`config.mk`:
```
export PLATFORM = sky130hd
export DESIGN_NAME = simd_alu_sat_stage
export DESIGN_NICKNAME = d
export VERILOG_FILES = /design/src/rtl/simd_alu_sat_stage.sv
export SDC_FILE = /design/constraint.sdc
export NUM_CORES = 2
export LEC_CHECK = 0
export CAP_MARGIN = 20
export CORE_AREA = 2 2 282 284
export CTS_CLUSTER_SIZE = 40
export DETAILED_ROUTE_END_ITERATION = 6
export DIE_AREA = 0 0 284 286
export PLACE_DENSITY = 0.69
export SLEW_MARGIN = 20
export SYNTH_ARGS = -nofsm -noshare
export SYNTH_HDL_FRONTEND = slang
export SYNTH_SLANG_ARGS = --single-unit
export TNS_END_PERCENT = 50
```
`constraint.sdc`:
```
create_clock -name clk -period 4.2 [get_ports clk]
set_clock_uncertainty 0.05 [all_clocks]
set_input_delay 0.84 -clock clk [delete_from_list [all_inputs] [get_ports clk]]
set_output_delay 0.84 -clock clk [all_outputs]
set_load 0.01 [all_outputs]
```
`src/rtl/simd_alu_sat_stage.sv`:
```
// Result stage of the SIMD ALU. It clamps flagged lanes to their saturation value,
// buffers beats in a 2-entry valid/ready queue, and keeps sticky flag status and a saturation count.
module simd_alu_sat_stage #(
  parameter int SIMD_DATA_WIDTH = 256,
  parameter int CNT_WIDTH       = 16
) (
  input  logic                         clk,
  input  logic                         rst_n,
  input  logic                         in_valid,
  output logic                         in_ready,
  input  logic [SIMD_DATA_WIDTH-1:0]   in_data,
  input  logic [SIMD_DATA_WIDTH/8-1:0] in_ovf,
  input  logic [SIMD_DATA_WIDTH/8-1:0] in_udf,
  input  logic [1:0]                   in_mode,
  input  logic                         in_signed,
  input  logic                         in_sat_en,
  output logic                         out_valid,
  input  logic                         out_ready,
  output logic [SIMD_DATA_WIDTH-1:0]   out_data,
  output logic [SIMD_DATA_WIDTH/8-1:0] out_ovf,
  output logic [SIMD_DATA_WIDTH/8-1:0] out_udf,
  output logic [SIMD_DATA_WIDTH/8-1:0] sticky_ovf,
  output logic [SIMD_DATA_WIDTH/8-1:0] sticky_udf,
  output logic [CNT_WIDTH-1:0]         sat_count,
  input  logic                         flag_clr
);

  localparam int NB = SIMD_DATA_WIDTH / 8;

  logic [NB-1:0]              lane_ovf, lane_udf, lane_top;
  logic [SIMD_DATA_WIDTH-1:0] sat_data;
  logic                       clamp_any;
  logic                       accept, pop;
  logic [1:0]                 occ_after_pop;
  logic [CNT_WIDTH-1:0]       cnt_base;

  logic [SIMD_DATA_WIDTH-1:0] ent0_data_q, ent0_data_d, ent1_data_q, ent1_data_d;
  logic [NB-1:0]              ent0_ovf_q, ent0_ovf_d, ent1_ovf_q, ent1_ovf_d;
  logic [NB-1:0]              ent0_udf_q, ent0_udf_d, ent1_udf_q, ent1_udf_d;
  logic [1:0]                 occ_q, occ_d;
  logic [NB-1:0]              sticky_ovf_q, sticky_ovf_d, sticky_udf_q, sticky_udf_d;
  logic [CNT_WIDTH-1:0]       sat_count_q, sat_count_d;

  // Each byte sees the OR of its lane's flags; lane_top marks the lane's most significant byte.
  always_comb begin
    lane_ovf = '0;
    lane_udf = '0;
    lane_top = '0;
    for (int b = 0; b < NB; b++) begin
      case (in_mode)
        2'd0: begin
          lane_ovf[b] = in_ovf[b];
          lane_udf[b] = in_udf[b];
          lane_top[b] = 1'b1;
        end
        2'd1: begin
          lane_ovf[b] = |in_ovf[(b/2)*2 +: 2];
          lane_udf[b] = |in_udf[(b/2)*2 +: 2];
          lane_top[b] = (b % 2) == 1;
        end
        2'd2: begin
          lane_ovf[b] = |in_ovf[(b/4)*4 +: 4];
          lane_udf[b] = |in_udf[(b/4)*4 +: 4];
          lane_top[b] = (b % 4) == 3;
        end
        default: begin
          lane_ovf[b] = |in_ovf[(b/8)*8 +: 8];
          lane_udf[b] = |in_udf[(b/8)*8 +: 8];
          lane_top[b] = (b % 8) == 7;
        end
      endcase
    end
  end

  always_comb begin
    sat_data = in_data;
    if (in_sat_en) begin
      for (int b = 0; b < NB; b++) begin
        if (lane_ovf[b]) begin
          sat_data[b*8 +: 8] = (in_signed && lane_top[b]) ? 8'h7F : 8'hFF;
        end else if (lane_udf[b]) begin
          sat_data[b*8 +: 8] = (in_signed && lane_top[b]) ? 8'h80 : 8'h00;
        end
      end
    end
  end

  // Any flagged byte implies its whole lane is clamped.
  assign clamp_any = in_sat_en && ((|in_ovf) || (|in_udf));

  assign in_ready  = rst_n && (occ_q != 2'd2);
  assign out_valid = (occ_q != 2'd0);
  assign out_data  = ent0_data_q;
  assign out_ovf   = ent0_ovf_q;
  assign out_udf   = ent0_udf_q;
  assign accept    = in_valid && in_ready;
  assign pop       = out_valid && out_ready;

  // Entry 0 is always the head; a pop shifts entry 1 down before the new beat lands.
  always_comb begin
    ent0_data_d = ent0_data_q;
    ent0_ovf_d  = ent0_ovf_q;
    ent0_udf_d  = ent0_udf_q;
    ent1_data_d = ent1_data_q;
    ent1_ovf_d  = ent1_ovf_q;
    ent1_udf_d  = ent1_udf_q;
    if (pop) begin
      ent0_data_d = ent1_data_q;
      ent0_ovf_d  = ent1_ovf_q;
      ent0_udf_d  = ent1_udf_q;
    end
    occ_after_pop = occ_q - {1'b0, pop};
    if (accept) begin
      if (occ_after_pop == 2'd0) begin
        ent0_data_d = sat_data;
        ent0_ovf_d  = in_ovf;
        ent0_udf_d  = in_udf;
      end else begin
        ent1_data_d = sat_data;
        ent1_ovf_d  = in_ovf;
        ent1_udf_d  = in_udf;
      end
    end
    occ_d = occ_after_pop + {1'b0, accept};
  end

  // A clear in the same cycle as an accept leaves only that beat's contribution.
  always_comb begin
    sticky_ovf_d = (flag_clr ? '0 : sticky_ovf_q) | ({NB{accept}} & in_ovf);
    sticky_udf_d = (flag_clr ? '0 : sticky_udf_q) | ({NB{accept}} & in_udf);
    cnt_base     = flag_clr ? '0 : sat_count_q;
    sat_count_d  = cnt_base;
    if (accept && clamp_any && (cnt_base != {CNT_WIDTH{1'b1}})) begin
      sat_count_d = cnt_base + CNT_WIDTH'(1);
    end
  end

  always_ff @(posedge clk or negedge rst_n) begin
    if (!rst_n) begin
      ent0_data_q  <= '0;
      ent0_ovf_q   <= '0;
      ent0_udf_q   <= '0;
      ent1_data_q  <= '0;
      ent1_ovf_q   <= '0;
      ent1_udf_q   <= '0;
      occ_q        <= 2'd0;
      sticky_ovf_q <= '0;
      sticky_udf_q <= '0;
      sat_count_q  <= '0;
    end else begin
      ent0_data_q  <= ent0_data_d;
      ent0_ovf_q   <= ent0_ovf_d;
      ent0_udf_q   <= ent0_udf_d;
      ent1_data_q  <= ent1_data_d;
      ent1_ovf_q   <= ent1_ovf_d;
      ent1_udf_q   <= ent1_udf_d;
      occ_q        <= occ_d;
      sticky_ovf_q <= sticky_ovf_d;
      sticky_udf_q <= sticky_udf_d;
      sat_count_q  <= sat_count_d;
    end
  end

  assign sticky_ovf = sticky_ovf_q;
  assign sticky_udf = sticky_udf_q;
  assign sat_count  = sat_count_q;

endmodule
```
==> impl_metrics.json <==
{
  "maxCapViolations": 0,
  "dieArea_um2": 81220,
  "grt_use_total": 0.3174,
  "r2r_cells": 10,
  "yosys.cell_count.top_type": "nand2_1",
  "clkLatencyLatePin_ns": 0.63,
  "final_cells": 5673,
  "viasPerCell": 5.651,
  "nNetsFinal": 4883,
  "ant_nets": 0,
  "power_density_nw_per_um2": 707.6,
  "final.min_clock_period_ns": 3.370,
  "path_max_fanout": 8,
  "post-route-drc-count": 0,
  "yosys_warnings": 0,
  "cts_root_buf": "clkbuf_16",
  "reg2reg_slack_ns": 1.08,
  "die_w_um": 284,
  "reg2reg_from": "occ_q[1]",
  "clock_sinks": 722,
  "place_congestion": 0.9099,
  "synthToLayoutAreaGrowth_pct": 35.76,
  "worst_ep_arrival_time_ns": 3.83,
  "drv_slew": 0,
  "rsz0062_at_grt": "false",
  "worst_ep_required_time_ns": 4.66,
  "synth-seq-cells": 722,
  "ir_worst_vdd_v": 0.0004385,
  "vias": 32059,
  "hold_viol_final": 0,
  "synth_top_cell_by_area": "dfrtp_1",
  "fmax_ghz": 0.2967,
  "total_power_mw": 31.72,
  "startpoint": "in_udf[13]",
  "clk_pin_slew_ns": 0.06,
  "antenna_found_initial": 22,
  "dp_slack_ns": 0.1882,
  "io_buffers": 730,
  "die_y_um": 286,
  "cts_tree": "done",
  "dpl.hpwl_um": 93610,
  "synthTopCellsByArea": "dfrtp_1 55%, nand2_1 14%, a21oi_1 6.5%",
  "synth_edf_count": 0,
  "drive_gt1_frac": 0.06957,
  "cts_setup_buffers": 0,
  "synth_area_um2": 33020,
  "status": "finished, final reports clean",
  "clockBufferDepth": 3,
  "setup_viol": 0,
  "cts-resized-gates": 0,
  "coreArea_um2": 78360,
  "holdCritPathClass": "in2async",
  "syn-num-nets": 4196,
  "hold_slack_ns": 0.03035,
  "worst_slew_margin_rel": 0.2651,
  "ios": 731,
  "wl_per_cell_um": 23.32,
  "netlist.area_leader.share": 0.5472,
  "wirelength_um": 132300,
  "period_share": 0.8024,
  "worst_pin_slew_ns": 1.102,
  "yosysSeqAreaShare": 0.5472,
  "fin_tns_setup_ns": 0,
  "setup_ws_ns": 0.8300,
  "endpoint_kind": "register",
  "p_leak_nw": 19.60,
  "ctsHtreeMaxLevel": 3,
  "drtIter0Drc": 3075,
  "yosys-top-cells-count": "1248 x nand2_1, 722 x dfrtp_1, 426 x a21oi_1",
  "post-place-cells": 5520,
  "cts_buffers": 79,
  "crit_end": "sat_count[4]",
  "synth_cells": 3864,
  "post_synth_num_cell_types": 72,
  "synth_flop_cell": "dfrtp_1",
  "crit_type": "in2reg",
  "grt_pass1_vias": 30770,
  "worst_r2r_endpoint": "ent1_data_q[222]",
  "drt_first_pass_iters": 6,
  "async_flop_share": 1.000,
  "fillers": 7096,
  "grt_remaining_overflow": 0,
  "syn_area_per_cell_um2": 8.545,
  "grt_max_degree": 180,
  "cp-start-kind": "primary input",
  "start_util": 0.4214,
  "fp-row-count": 103,
  "hold_buffers": 0,
  "grt_pass1_wl_um": 197200
}
[worst min-delay path by stage]
stage / endpoint / slack [ns] / cells past startpoint
2_1_floorplan: ent1_ovf_q[0] / 0.40 / 2
3_3_place_gp: ent1_udf_q[27] / 0.41 / 2
3_5_place_dp: ent1_ovf_q[7] / 0.41 / 2
4_1_cts: ent1_data_q[115] / 0.006 / 1
5_1_grt: ent1_data_q[115] / 0.04 / 1
6_report: ent1_data_q[115] / 0.03 / 1
[registers in the layout, indices dropped and copies added, names as in the netlist]
name / flops
sticky_udf: 32
out_data: 256
out_ovf: 32
occ_q: 2
ent1_data_q: 256
sticky_ovf: 32
ent1_udf_q: 32
ent1_ovf_q: 32
sat_count: 16
out_udf: 32
[per-stage QoR]
stage | util | instance area, um2
3_3_place_gp | 0.5352 | 41940
2_1_floorplan | - | 33020
4_1_cts | 0.5718 | 44800
6_report | 0.5721 | 44830
5_1_grt | 0.5720 | 44820
3_5_place_dp | 0.5352 | 41940
[worst max-delay path, cell delays in order]
cell	delay, ns
clkdlybuf4s50_1	0.51
or4_1	0.74
or4_4	0.60
nor4_4	0.38
a211oi_2	0.25
nand4_1	0.16
mux2_2	0.34
[routing by layer]
metal  wire length, um  GRT usage  vias to the layer above  part of all wire
met5               154          0                        -            0.0012
met4              5606     0.1330                       24             0.042
met3             10990    0.07855                      280             0.083
met2             62280     0.5072                     1369              0.47
met1             53280     0.4135                    15783              0.40
li1                  -          -                    14603                 -
[logic make-up after synthesis]
group | share of synthesized area
and+or+nand+nor | 0.2222
AOI/OAI and AO/OA | 0.1802
DFF | 0.5472
buffers and inverters | 0.04237
muxes | 0.004585
xor gates and xnor gates | 0.002387
adders and majority gates | 0.001137
[report_power, final]
part	switching [mW]	total, mW	internal, mW
clock network	3.00	7.61	4.61
logic	6.52	12.3	5.74
registers	1.74	11.8	10.1
total	11.3	31.7	20.5
[cell type report]
cell class | instances | area (um2) | share of cell area
timing repair buffer | 887 | 8653 | 0.1930
sequential | 722 | 18070 | 0.4030
clock buffer | 118 | 2417 | 0.05393
antenna | 9 | 22.52 | 0.0005024
clock inverter | 26 | 447.9 | 0.009992
tap | 1050 | 1314 | 0.02931
multi-input combinational | 2780 | 13590 | 0.3032
inverter | 81 | 311.5 | 0.006950
[cell usage in the layout, fill, tap and decap left out, types with 82 or more instances in the layout]
master / count
buf_4: 146
and3_1: 114
o21ai_0: 189
dfrtp_1: 722
clkbuf_16: 82
a32oi_1: 155
clkdlybuf4s50_1: 725
a31oi_1: 92
a21oi_1: 426
nand2_1: 1246
nor2_1: 266
No activity file was read; power rests on OpenSTA's default activity.
